`src/rtl/hazard_controller.sv`:
```
// hazard_controller
//   Pipeline sequencing controller for the five-stage LC-3b core. Each cycle it
//   decides which pipeline registers advance, freeze or take a bubble. It
//   detects load-use hazards, freezes on instruction/data memory wait, flushes
//   younger stages on a taken branch resolved in MEM, and sequences the two
//   data-memory accesses of LDI/STI.
//
//   Optional build macro: HAZARD_PERF_EN adds the stall_cycles and
//   bubble_count performance counters and their ports.
//
// Ports
//   clk, rst              pipeline clock, synchronous active-high reset
//   id_sr1_id/id_sr2_id   source registers of the ID instruction (lc3b_reg, 3 bits)
//   id_uses_sr1/sr2       ID instruction really reads that source
//   ex_dest               destination register of the EX instruction
//   ex_is_load            EX instruction is LDR/LDB/LDI
//   ex_load_regfile       EX instruction writes the regfile
//   imem_read/imem_resp   fetch outstanding / fetch completes this cycle
//   mem_req               MEM instruction accesses data memory
//   mem_write             MEM access is a store (final access for STI)
//   mem_indirect          MEM instruction is LDI/STI
//   dmem_resp             data access completes this cycle
//   br_taken              MEM resolved a taken branch/jump
//   dmem_read/dmem_write  data-memory strobes
//   mem_addr_sel          0 = computed address, 1 = indirect pointer register
//   ind_latch             capture first-access read data into the pointer reg
//   load_*                pipeline register / PC advance enables
//   flush_*               load a bubble instead of upstream data
//   pc_target_sel         PC mux selects the branch target
//   stall_cycles          (HAZARD_PERF_EN) saturating count of stalled cycles
//   bubble_count          (HAZARD_PERF_EN) saturating count of applied bubbles/flushes
//
// MEM access FSM
//   state    | meaning
//   M_FIRST  | plain access, or first (pointer) access of LDI/STI
//   M_SECOND | second access of LDI/STI through the pointer register

module hazard_controller (
    input  logic       clk,
    input  logic       rst,
    input  logic [2:0] id_sr1_id,
    input  logic [2:0] id_sr2_id,
    input  logic       id_uses_sr1,
    input  logic       id_uses_sr2,
    input  logic [2:0] ex_dest,
    input  logic       ex_is_load,
    input  logic       ex_load_regfile,
    input  logic       imem_read,
    input  logic       imem_resp,
    input  logic       mem_req,
    input  logic       mem_write,
    input  logic       mem_indirect,
    input  logic       dmem_resp,
    input  logic       br_taken,
    output logic       dmem_read,
    output logic       dmem_write,
    output logic       mem_addr_sel,
    output logic       ind_latch,
    output logic       load_pc,
    output logic       load_if_id,
    output logic       load_id_ex,
    output logic       load_ex_mem,
    output logic       load_mem_wb,
    output logic       flush_if_id,
    output logic       flush_id_ex,
    output logic       flush_ex_mem,
    output logic       pc_target_sel
`ifdef HAZARD_PERF_EN
    ,
    output logic [15:0] stall_cycles,
    output logic [15:0] bubble_count
`endif
);

    typedef enum logic {
        M_FIRST  = 1'b0,
        M_SECOND = 1'b1
    } mem_state_e;

    mem_state_e state_q;
    mem_state_e state_d;

    logic dmem_busy;
    logic imem_busy;
    logic stall;
    logic load_use;
    logic ind_first_done;
    logic rd_raw;
    logic wr_raw;

    always_ff @(posedge clk) begin
        if (rst) begin
            state_q <= M_FIRST;
        end else begin
            state_q <= state_d;
        end
    end

    always_comb begin
        state_d        = state_q;
        mem_addr_sel   = 1'b0;
        rd_raw         = 1'b0;
        wr_raw         = 1'b0;
        ind_first_done = 1'b0;

        case (state_q)
            M_FIRST: begin
                mem_addr_sel = 1'b0;
                // The pointer fetch of LDI/STI is always a read.
                rd_raw = mem_req & (mem_indirect | ~mem_write);
                wr_raw = mem_req & ~mem_indirect & mem_write;
                if (mem_req && mem_indirect && dmem_resp) begin
                    ind_first_done = 1'b1;
                    state_d        = M_SECOND;
                end
            end
            M_SECOND: begin
                mem_addr_sel = 1'b1;
                rd_raw       = ~mem_write;
                wr_raw       = mem_write;
                if (dmem_resp) begin
                    state_d = M_FIRST;
                end
            end
            default: begin
                state_d = M_FIRST;
            end
        endcase
    end

    // Only the final access of an access sequence releases the pipe.
    assign dmem_busy = mem_req & ~(dmem_resp & ((state_q == M_SECOND) | ~mem_indirect));
    assign imem_busy = imem_read & ~imem_resp;
    assign stall     = dmem_busy | imem_busy;
    assign load_use  = ex_is_load & ex_load_regfile &
                       ((id_uses_sr1 & (ex_dest == id_sr1_id)) |
                        (id_uses_sr2 & (ex_dest == id_sr2_id)));

    always_comb begin
        dmem_read     = 1'b0;
        dmem_write    = 1'b0;
        ind_latch     = 1'b0;
        load_pc       = 1'b0;
        load_if_id    = 1'b0;
        load_id_ex    = 1'b0;
        load_ex_mem   = 1'b0;
        load_mem_wb   = 1'b0;
        flush_if_id   = 1'b0;
        flush_id_ex   = 1'b0;
        flush_ex_mem  = 1'b0;
        pc_target_sel = 1'b0;

        if (!rst) begin
            dmem_read  = rd_raw;
            dmem_write = wr_raw;
            // The latch happens even while imem holds the pipe frozen, so the
            // second access never re-fetches the pointer.
            ind_latch  = ind_first_done;

            if (stall) begin
                // Whole pipe frozen; branch and load-use inputs hold, so
                // their effects are simply applied later.
            end else if (br_taken) begin
                load_pc       = 1'b1;
                load_if_id    = 1'b1;
                load_id_ex    = 1'b1;
                load_ex_mem   = 1'b1;
                load_mem_wb   = 1'b1;
                flush_if_id   = 1'b1;
                flush_id_ex   = 1'b1;
                flush_ex_mem  = 1'b1;
                pc_target_sel = 1'b1;
            end else if (load_use) begin
                load_id_ex  = 1'b1;
                flush_id_ex = 1'b1;
                load_ex_mem = 1'b1;
                load_mem_wb = 1'b1;
            end else begin
                load_pc     = 1'b1;
                load_if_id  = 1'b1;
                load_id_ex  = 1'b1;
                load_ex_mem = 1'b1;
                load_mem_wb = 1'b1;
            end
        end
    end

`ifdef HAZARD_PERF_EN
    logic [15:0] stall_cycles_q;
    logic [15:0] stall_cycles_d;
    logic [15:0] bubble_count_q;
    logic [15:0] bubble_count_d;
    logic        bubble_applied;

    assign bubble_applied = ~stall & (br_taken | load_use);

    always_comb begin
        stall_cycles_d = stall_cycles_q;
        bubble_count_d = bubble_count_q;
        if (stall && (stall_cycles_q != 16'hFFFF)) begin
            stall_cycles_d = stall_cycles_q + 16'd1;
        end
        if (bubble_applied && (bubble_count_q != 16'hFFFF)) begin
            bubble_count_d = bubble_count_q + 16'd1;
        end
    end

    always_ff @(posedge clk) begin
        if (rst) begin
            stall_cycles_q <= 16'd0;
            bubble_count_q <= 16'd0;
        end else begin
            stall_cycles_q <= stall_cycles_d;
            bubble_count_q <= bubble_count_d;
        end
    end

    assign stall_cycles = stall_cycles_q;
    assign bubble_count = bubble_count_q;
`endif

endmodule

```
`config.mk`:
```
export PLATFORM = sky130hd
export DESIGN_NAME = hazard_controller
export DESIGN_NICKNAME = d
export VERILOG_FILES = /design/src/rtl/hazard_controller.sv
export SDC_FILE = /design/constraint.sdc
export NUM_CORES = 1
export LEC_CHECK = 0
export BUFFER_PORTS_ARGS = -buffer_cell sky130_fd_sc_hd__buf_2
export CELL_PAD_IN_SITES_DETAIL_PLACEMENT = 0
export CELL_PAD_IN_SITES_GLOBAL_PLACEMENT = 1
export CORE_UTILIZATION = 19
export CTS_BUF_LIST = sky130_fd_sc_hd__clkbuf_2 sky130_fd_sc_hd__clkbuf_4 sky130_fd_sc_hd__clkbuf_8
export DETAILED_ROUTE_END_ITERATION = 16
export PLACE_DENSITY = 0.85
export SKIP_LAST_GASP = 1
export SLEW_MARGIN = 20
export SYNTH_ARGS = -nofsm -noshare
export SYNTH_HDL_FRONTEND = slang
export SYNTH_SLANG_ARGS = --single-unit
```
`constraint.sdc`:
```
create_clock -name clk -period 2.7 [get_ports clk]
set_input_delay 0 -clock clk [delete_from_list [all_inputs] [get_ports clk]]
set_output_delay 0 -clock clk [all_outputs]
set_load 0.02 [all_outputs]
```
-- Word-level counts from Yosys, hierarchy flattened
Cells that the tools add are included.
- register bits: 1
- bits of input ports: 22
- output and inout bits: 13
- word-level logic and storage cells: 47
- equal/unequal tests: 2
- multiplexer cells: 23
- bitwise operators: 19
- reduce and logical (&&, ||, !) cells: 2
- operator list (cell ; count):
    2-to-1 mux 1 bit ; 19
    bitwise AND 1 bit ; 10
    case mux 1 bit (2 select lines) ; 4
    == test 3 bit ; 2
    NOT 1 bit ; 5
    bitwise OR 1 bit ; 4
    logical AND 1 bit ; 2

-- Depth between registers and ports, before layout
Gate-level depths: netlist of the first run.
- word-level depth: 8
- gate-level depth with buffers: 5
- depth with buffers taken out: 4

-- Worst setup path after synthesis of the first run
Ideal clock, no wire load.
- path kind: reg-to-output
- start point: reg state_q
- end point: out load_pc
- arrival: 1.687 ns
- required time: 2.700 ns
- slack: 1.013 ns
- cell stages (with the launch flop): 6
- path buffers: 1
- cell sequence: dfxtp_1 nand2b_2 nand2_2 a221oi_4 a21boi_2 buf_4
- cells in the longest elaborated chain, start to end: 7
- ends and longest elaborated chain (item ; line ; RTL):
    start: declaration ; 80 ; mem_state_e state_q;
    start signal: assignment ; 95 ; state_q <= state_d;
    bitwise OR 1 bit ; 132 ; assign dmem_busy = mem_req & ~(dmem_resp & ((state_q == M_SECOND) | ~mem_indirect));
    bitwise AND 1 bit ; 132 ;
    NOT 1 bit ; 132 ;
    bitwise AND 1 bit ; 132 ;
    bitwise OR 1 bit ; 134 ; assign stall = dmem_busy | imem_busy;
    2-to-1 mux 1 bit (2 in series) ; n/a ;
    end: declaration ; 59 ; output logic load_pc,
Every way passes these cells.

-- Worst setup path in the final report of the first run
- start point: reg state_q
- end point: out load_pc
- cells in the longest elaborated chain, start to end: 7
- ends and longest elaborated chain (item ; line ; RTL):
    bitwise OR 1 bit ; 132 ;
    bitwise AND 1 bit ; 132 ;
    NOT 1 bit ; 132 ;
    bitwise AND 1 bit ; 132 ;
    bitwise OR 1 bit ; 134 ;
    2-to-1 mux 1 bit ; 160 ; if (stall) begin
    2-to-1 mux 1 bit ; 153 ; if (!rst) begin
Every way passes these cells.

==> results of run 1 <==
-- worst register-to-register path, stage by stage, from the launching register on --
cell and delay, ns:
dfxtp_1 0.31, nand2b_2 0.20, nor3_1 0.23, or2_1 0.13
-- routing by layer --
| metal | wire length (µm) | vias up | share of wire [%] | track usage [%] |
|---|---|---|---|---|
| li1 | - | 167 | - | - |
| met1 | 290 | 131 | 45 | 12.1 |
| met2 | 293 | 19 | 45 | 17.5 |
| met3 | 61 | 0 | 9.5 | 0 |
| met4 | 0 | 0 | 0 | 0 |
| met5 | 0 | - | 0 | 0 |
-- kinds of logic after synthesis --
| group | Yosys count | synth area share (%) |
|---|---|---|
| flops | 1 | 7.84 |
| xor+xnor | 6 | 20.6 |
| compound gates | 6 | 24.5 |
| simple gates | 12 | 27.9 |
| buf+inv | 8 | 19.1 |
-- worst paths after layout --
path / to / start / slack (ns)
worst max-delay path: load_pc / state_q / 1.41
worst min-delay path: dmem_read / mem_write / 0.29
worst max register to register: state_q / state_q / 1.76
worst min register to register: state_q / state_q / 0.67
-- cells in the mapped netlist --
cell      count
a211oi_1      1
a21boi_2      1
a21oi_1       2
a221oi_4      1
and2_1        1
buf_4         5
dfxtp_1       1
inv_1         3
nand2_1       2
nand2_2       1
nand2b_2      1
nand4_1       2
nor2_1        1
nor3_1        1
nor3b_1       2
o21a_1        1
or2_1         1
xnor2_1       6
-- where the power goes --
group | internal [mW] | switching (mW) | total [mW]
Clock | 0 | 0 | 0
Sequential | 0.0157 | 0.000550 | 0.0162
Combinational | 0.0309 | 0.0360 | 0.0669
Total | 0.0466 | 0.0366 | 0.0832
-- metrics by stage --
stage,hold slack [ns],total power [mW],std cells,instance area [µm²]
5_1_grt,0.311,0.0898,76,405
3_5_place_dp,0.295,0.0837,76,405
6_report,0.291,0.0832,76,405
4_1_cts,0.296,0.0839,76,405
3_3_place_gp,0.301,0.0834,76,405
2_1_floorplan,0.0371,0.0579,33,255
-- layout make-up --
type	count	area, µm²
fillers	140	766
multi-input cells	24	186
repair buffers	34	170
flip-flops and latches	1	20.0
well taps	14	17.5
inverters	3	11.3
==> results.md, run 1 <==
* Crit start category: register
* Clock transition at path regs at 0 ns
* Slowest-stage cell, CP: dfxtp_1
* Hold path cells at 3
* # DRC at 0
* Ys Warns at 0
* Worst path bufs/invs at 1
* Core area at about 1200 µm²
* Period utilization at between 40% and 50%
* Max_cap viols at 0
* Yosys reg bits at 1
* Hold_buf cts at 0
* Largest register by flop count: state_q
* Diode count at 0
* Largest net degree at the start of global routing at 7
* Critical path's largest stage delay at around 0.35 ns
* Yosys cell types at 18
* Most frequent cells in the layout: buf_2, xnor2_1, inv_1
* Top-area cell type share of the netlist area at between 20% and 30%
* Via/cell ratio at 4.17
* Worst Max-Slew Pin Slew at roughly 0.3 ns
* Util after Layout at between 30% and 40%
* Setup CP Type: register to output pin
* Layout area overhead at 58.8%
* Static leakage at between 0.2 and 0.25 nW
* Initial antenna violation count at 0
* # IOs at 35
* Max reg flops at 1
* Routed Antenna Nets at 0
* TNS Setup at 0 ns
* Row cnt at 12
* VDD IR max at about 0.00011 V
* Die height at between 30 and 40 µm
* Starting density of the core at between 20% and 30%
* F_max at ~780 MHz
* CP top delay family: compound AO/OA/AOI/OAI gates
* Seq/Total Area, Yosys at slightly below 8%
* Levels on crit path at 5
* I/O Buffers at 34
* Routability cong. at roughly 0.66
* Syn Inst Count at 33
* RSZ-0062 raised after global routing: false
* Clk_lat worst skew at 0 ns
* Dpl ws at 1.40 ns
* Setup ws final at about 1.4 ns
* Total number of vias at around 320
* Mapped cell area at ~260 µm²
* Final min period at 1.29 ns
* Outcome: finished, final reports clean
* Routed Wire Length at roughly 650 µm
* Die area at approximately 1500 µm²
* Relative slew slack at 80.1%
* Pwr/cell area at approximately 210 nW/µm²
* Clk_skew at 0 ns
* Worst hold path type: input port to output pin
* Register-to-Register Path Depth at 3
* Mean Syn Cell Area at between 7 and 8 µm²
* Post-DP HPWL at about 610 µm
* Vias in the first global route at between 200 and 300
* Critical Path AT at around 1.3 ns
* Post-CTS Resized at 0
* Top Registers: state_q (1)
* Top cells by area, synth: xnor2_1, buf_4, a221oi_4
* Post-CTS Repair Setup Buffers at 0
* Initial detailed-routing violation count at 1
* Final hold violations at 0
* Mapped Nets at 55
* GRT Util Overall at 9.19%
* CP Max Fanout at 6
* Final setup viols at 0
* Slew Limit Fails at 0
* Grt ovf at 0
* Layout cells sized above 1 at between 60% and 70%
* Die Span X at ~39 µm
* CP Cell Sequence: nand2b_2 > nand2_2 > a221oi_4 > a21boi_2 > buf_2
* Most common cell after layout, fill and taps aside: buf_2
* DR WL/cell at ~8.5 µm
* Final net count at 86
* Synth area leader: xnor2_1
* Element type at the critical path end: output pin
* WP data required at 2.70 ns
* Drt pass-1 iters at 2
* First-pass GRT wire length at about 1000 µm
Power figures use the tool's default switching activity.
==> run 2: changes to the inputs <==
--- a/config.mk
+++ b/config.mk
@@ -8,10 +8,10 @@
 export BUFFER_PORTS_ARGS = -buffer_cell sky130_fd_sc_hd__buf_2
 export CELL_PAD_IN_SITES_DETAIL_PLACEMENT = 0
 export CELL_PAD_IN_SITES_GLOBAL_PLACEMENT = 1
-export CORE_UTILIZATION = 19
+export CORE_UTILIZATION = 18
 export CTS_BUF_LIST = sky130_fd_sc_hd__clkbuf_2 sky130_fd_sc_hd__clkbuf_4 sky130_fd_sc_hd__clkbuf_8
 export DETAILED_ROUTE_END_ITERATION = 16
-export PLACE_DENSITY = 0.85
+export PLACE_DENSITY = 0.81
 export SKIP_LAST_GASP = 1
 export SLEW_MARGIN = 20
 export SYNTH_ARGS = -nofsm -noshare
==> constraint.sdc (replaced) <==
create_clock -name clk -period 1.32 [get_ports clk]
set_input_delay 0 -clock clk [delete_from_list [all_inputs] [get_ports clk]]
set_output_delay 0 -clock clk [all_outputs]
set_load 0.02 [all_outputs]
==> run 2 against run 1 <==
  * Final cell count increased by 2.6%
  * Critical path depth unchanged
  * Cell area grew 7.7%
  * Sequential share of layout area rose by 0.51 points
  * First-iteration DRC count did not move
  * Die area is 5.3% higher
  * Combinational power up 120%
  * Critical endpoint unchanged
  * Largest cell class unchanged
==> results.md, run 2 (synthesized netlist as in run 1, its figures left out) <==
* Worst R2R Setup Slack at between 0.4 and 0.5 ns
* Pwr/cell area at around 410 nW/µm²
* Fin area at 437 µm²
* Most frequent cells in the layout: buf_2, xnor2_1, inv_1
* Clk_lat worst skew at 0 ns
* Setup CP Type: register to output pin
* Min-Delay Startpoint: mem_write
* Initial detailed-routing violation count at 1
* Routed Antenna Nets at 0
* Row cnt at 13
* Die height at between 30 and 40 µm
* Via/cell ratio at just over 4
* Grt ovf at 0
* # IOs at 35
* I/O Buffers at 34
* Clock transition at path regs at 0 ns
* Critical Path AT at ~1.2 ns
* Layout area overhead at 71.1%
* Max reg flops at 1
* RSZ-0062 raised after global routing: false
* Routability cong. at about 0.64
* Sequential share of power at 17.9%
* Final min period at between 1 and 1.5 ns
* Layout cells sized above 1 at around two thirds
* Relative slew slack at between 70% and 80%
* Diode count at 0
* Final hold violations at 0
* VDD IR max at approximately 0.00019 V
* First-pass GRT wire length at roughly 950 µm
* Crit start category: register
* Most common cell after layout, fill and taps aside: buf_2
* Max_cap viols at 0
* Die Span X at ~40 µm
* Routed Wire Length at 680 µm
* Die area at 1570 µm²
* Clock power share at 0%
* Element type at the critical path end: output pin
* WHS Endpoint: dmem_read
* Largest net degree at the start of global routing at 7
* Total number of vias at between 300 and 400
* Final net count at 87
* Outcome: finished, final reports clean
* Worst hold path type: input port to output pin
* F_max at between 800 and 900 MHz
* Period utilization at between 90% and 100%
* Net Sw Frac at a little over two fifths
* Internal power at a little over 0.1 mW
* Largest register by flop count: state_q
* GRT Util Overall at around 8.3%
* Switching power at 0.0787 mW
* Cell Area, Placed at around 430 µm²
* R2R Path End: state_q
* Drt pass-1 iters at 2
* Reg-to-Reg Start: state_q
* Hold path cells at 3
* Clk_skew at 0 ns
* Final setup viols at 0
* Top Registers: state_q (1)
* Core area at between 1000 and 1500 µm²
* Register-to-Register Path Depth at 3
* Static leakage at approximately 0.24 nW
* Hold_buf cts at 0
* Worst Max-Slew Pin Slew at roughly 0.33 ns
* Initial antenna violation count at 0
* TNS Setup at 0 ns
* Vias in the first global route at around 270
* Hold_ws at slightly below 0.3 ns
* Starting density of the core at between 10% and 20%
* WP data required at 1.32 ns
* Slew Limit Fails at 0
* DR WL/cell at just under 9 µm
* # DRC at 0
* CP Max Fanout at 5
* Combinational power share at slightly above 80%
-- run 2: cell count changes in the layout (fill, tap and decap cells not counted), sizes merged --
cell and change:
buf +1
-- run 2: worst max-delay path: stages, from the launching register on --
cell      delay [ns]
dfxtp_4         0.33
nand2b_4        0.14
nand2_4         0.05
a221oi_4        0.31
a21boi_4        0.23
buf_2           0.17
-- run 2: how the worst max path moves through the flow --
stage / start / to / slack, ns / cells past startpoint
finish: state_q / load_pc / 0.09 / 5
global route: state_q / load_if_id / 0.009 / 5
CTS: state_q / load_pc / 0.03 / 5
detailed placement: state_q / load_pc / 0.03 / 5
global placement: state_q / load_if_id / 0.09 / 5
floorplan: state_q / load_pc / -0.16 / 5
-- run 2: layout make-up --
class	instances	area [µm²]
tap	15	18.8
sequential	1	23.8
inverter	3	11.3
fill	155	881
multi-input combinational	24	205
timing repair buffer	35	178
-- run 2: stage by stage --
step / setup slack (ns) / instances / power, mW / utilization, %
finish: 0.0887 / 78 / 0.179 / 33.1
global route: 0.00874 / 78 / 0.193 / 33.1
CTS: 0.0295 / 77 / 0.179 / 32.6
detailed placement: 0.0304 / 77 / 0.178 / 32.6
global placement: 0.0909 / 77 / 0.176 / 32.6
floorplan: -0.157 / 33 / 0.125 / -
-- run 2: power by group through the flow --
stage	Clock, mW	Sequential [mW]	Combinational, mW
final	0	0.0321	0.147
after global placement	0	0.0320	0.144
after detailed placement	0	0.0322	0.146
after global routing	0	0.0325	0.161
after floorplan	0	0.0336	0.0914
after CTS	0	0.0322	0.147
-- run 2: what timing repair did --
action | CTS | global route
hold endpoints to repair | 0 | 0
buffers inserted | 0 | 1
endpoints found under the setup margin | 0 | 5
resized for setup | 0 | 0
-- run 2: layer usage --
metal | track usage [%] | vias to the layer above | wire length (µm)
li1 | - | 168 | -
met1 | 8.36 | 135 | 265
met2 | 18.9 | 19 | 363
met3 | 0 | 0 | 51
met4 | 0 | 0 | 0
met5 | 0 | - | 0
==> run 3: changes to the inputs <==
--- a/config.mk
+++ b/config.mk
@@ -6,7 +6,7 @@
 export NUM_CORES = 1
 export LEC_CHECK = 0
 export BUFFER_PORTS_ARGS = -buffer_cell sky130_fd_sc_hd__buf_2
-export CELL_PAD_IN_SITES_DETAIL_PLACEMENT = 0
+export CELL_PAD_IN_SITES_DETAIL_PLACEMENT = 1
 export CELL_PAD_IN_SITES_GLOBAL_PLACEMENT = 1
 export CORE_UTILIZATION = 18
 export CTS_BUF_LIST = sky130_fd_sc_hd__clkbuf_2 sky130_fd_sc_hd__clkbuf_4 sky130_fd_sc_hd__clkbuf_8
==> run 3 against run 2 <==
  * First-iteration DRC count shrank 100%
  * Final cell count shrank 1.3%
  * Hold slack gained 0.0012 ns
  * Die area is the same
  * Register-to-register slack is essentially flat
  * Via count shrank 2.2%
  * Critical endpoint is now load_if_id
==> results.md, run 3 (synthesized netlist as in run 1, its figures left out) <==
* Outcome: finished, final reports clean
* Worst hold path type: input port to output pin
* Max_cap viols at 0
* Drt pass-1 iters at 1
* Dpl ws at around 0.051 ns
* Die Span X at about 40 µm
* CP Max Fanout at 6
* Final hold violations at 0
* Clk_lat worst skew at 0 ns
* Register-to-Register Path Depth at 3
* Setup ws final at roughly 0.092 ns
* Layout cells sized above 1 at between 60 and 70%
* Util after Layout at between 30% and 40%
* Total number of vias at about 320
* RSZ-0062 raised after global routing: false
* Clock power share at 0%
* Final setup viols at 0
* Clock transition at path regs at 0 ns
* Row cnt at 13
* Static leakage at 0.236 nW
* Core area at about 1300 µm²
* Diode count at 0
* Grt ovf at 0
* Initial antenna violation count at 0
* Relative slew slack at about 77%
* Reg-to-Reg Start: state_q
* Switching power at about 0.078 mW
* Reg area at ~24 µm²
* WP data required at ~1.3 ns
* Starting density of the core at between 10% and 20%
* Combinational power share at about four fifths
* Setup CP Type: register to output pin
* Final net count at 86
* Final min period at 1.23 ns
* Crit start category: register
* Routed Antenna Nets at 0
* Routed Wire Length at 678 µm
* Initial detailed-routing violation count at 0
* Largest net degree at the start of global routing at 7
* Clk_skew at 0 ns
* Die height at 39.7 µm
* Final Power at roughly 0.18 mW
* Critical Path AT at approximately 1.2 ns
* Worst R2R Setup Slack at roughly 0.45 ns
* Most common cell after layout, fill and taps aside: buf_2
* Post-DP HPWL at 647 µm
* R2R Path End: state_q
* I/O Buffers at 34
* Max reg flops at 1
* Vias in the first global route at ~260
* Period utilization at ~93%
* Net Sw Frac at between 40 and 50%
* DR WL/cell at a little under 9 µm
* Routability cong. at approximately 0.64
* Worst Max-Slew Pin Slew at between 0.3 and 0.4 ns
* Pwr/cell area at 411 nW/µm²
* Largest register by flop count: state_q
* Via/cell ratio at just over 4
* Origin of the worst setup path: state_q
* F_max at between 800 and 900 MHz
* Hold path cells at 3
* Min-Delay Startpoint: mem_write
* Post-CTS Repair Setup Buffers at 0
* Internal power at ~0.098 mW
* Layout area overhead at 68.1%
* Element type at the critical path end: output pin
* Sequential share of power at 18.2%
* GRT Util Overall at under 10%
* First-pass GRT wire length at a little over 900 µm
* VDD IR max at between 0.0002 and 0.00025 V
* # IOs at 35
* Layout fillers at 170
* Die area at 1570 µm²
* WHS Endpoint: dmem_read
* Hold_ws at between 0.2 and 0.3 ns
* Top Registers: state_q (1)
* Most frequent cells in the layout: buf_2, xnor2_1, inv_1
* # DRC at 0
* Slew Limit Fails at 0
* Multi-input gate area at 205 µm²
[run 3: cell count changes in the layout (fill, tap and decap cells not counted)]
| cell | change |
|---|---|
| buf_4 | -1 |
[run 3: metrics by stage]
step           cell area, µm²  setup TNS [ns]  std cells
6_report                  429               0         77
3_5_place_dp              429               0         77
3_3_place_gp              429               0         77
2_1_floorplan             282          -0.421         33
4_1_cts                   429               0         77
5_1_grt                   429               0         77
[run 3: worst max-delay path by stage]
stage,end,cells past startpoint,slack (ns)
after floorplan,load_pc,5,-0.16
after global routing,load_if_id,5,0.02
after CTS,load_if_id,5,0.05
after detailed placement,load_if_id,5,0.05
after global placement,load_if_id,5,0.09
final,load_if_id,5,0.09
[run 3: power by group through the flow]
stage / sequential (mW) / clock (mW) / combinational [mW]
6_report: 0.0322 / 0 / 0.144
5_1_grt: 0.0325 / 0 / 0.158
4_1_cts: 0.0322 / 0 / 0.147
3_5_place_dp: 0.0322 / 0 / 0.146
3_3_place_gp: 0.0320 / 0 / 0.144
2_1_floorplan: 0.0336 / 0 / 0.0914
[run 3: area by class of cell]
type / instances / share of cell area [%]
multi-input cells: 24 / 47.8
repair buffers: 34 / 39.7
flip-flops and latches: 1 / 5.54
well taps: 15 / 4.37
inverters: 3 / 2.62
[run 3: layer usage]
metal  track usage [%]  vias up  share of wire, %
met3                 0        0                10
met4                 0        0                 0
met2              17.6       19                53
met1              8.03      131                37
li1                  -      165                 -
met5                 0        -                 0
[run 3: critical path: stages, from the launching register on]
cell and delay (ns):
dfxtp_4 0.33, nand2b_4 0.14, nand2_4 0.05, a221oi_4 0.31
a21boi_4 0.23, buf_2 0.17
[run 3: repair_timing]
| item | in CTS | in global routing |
|---|---|---|
| endpoints found under the setup margin | 0 | 1 |
| resized for setup | 0 | 0 |
| hold buffers | 0 | 0 |
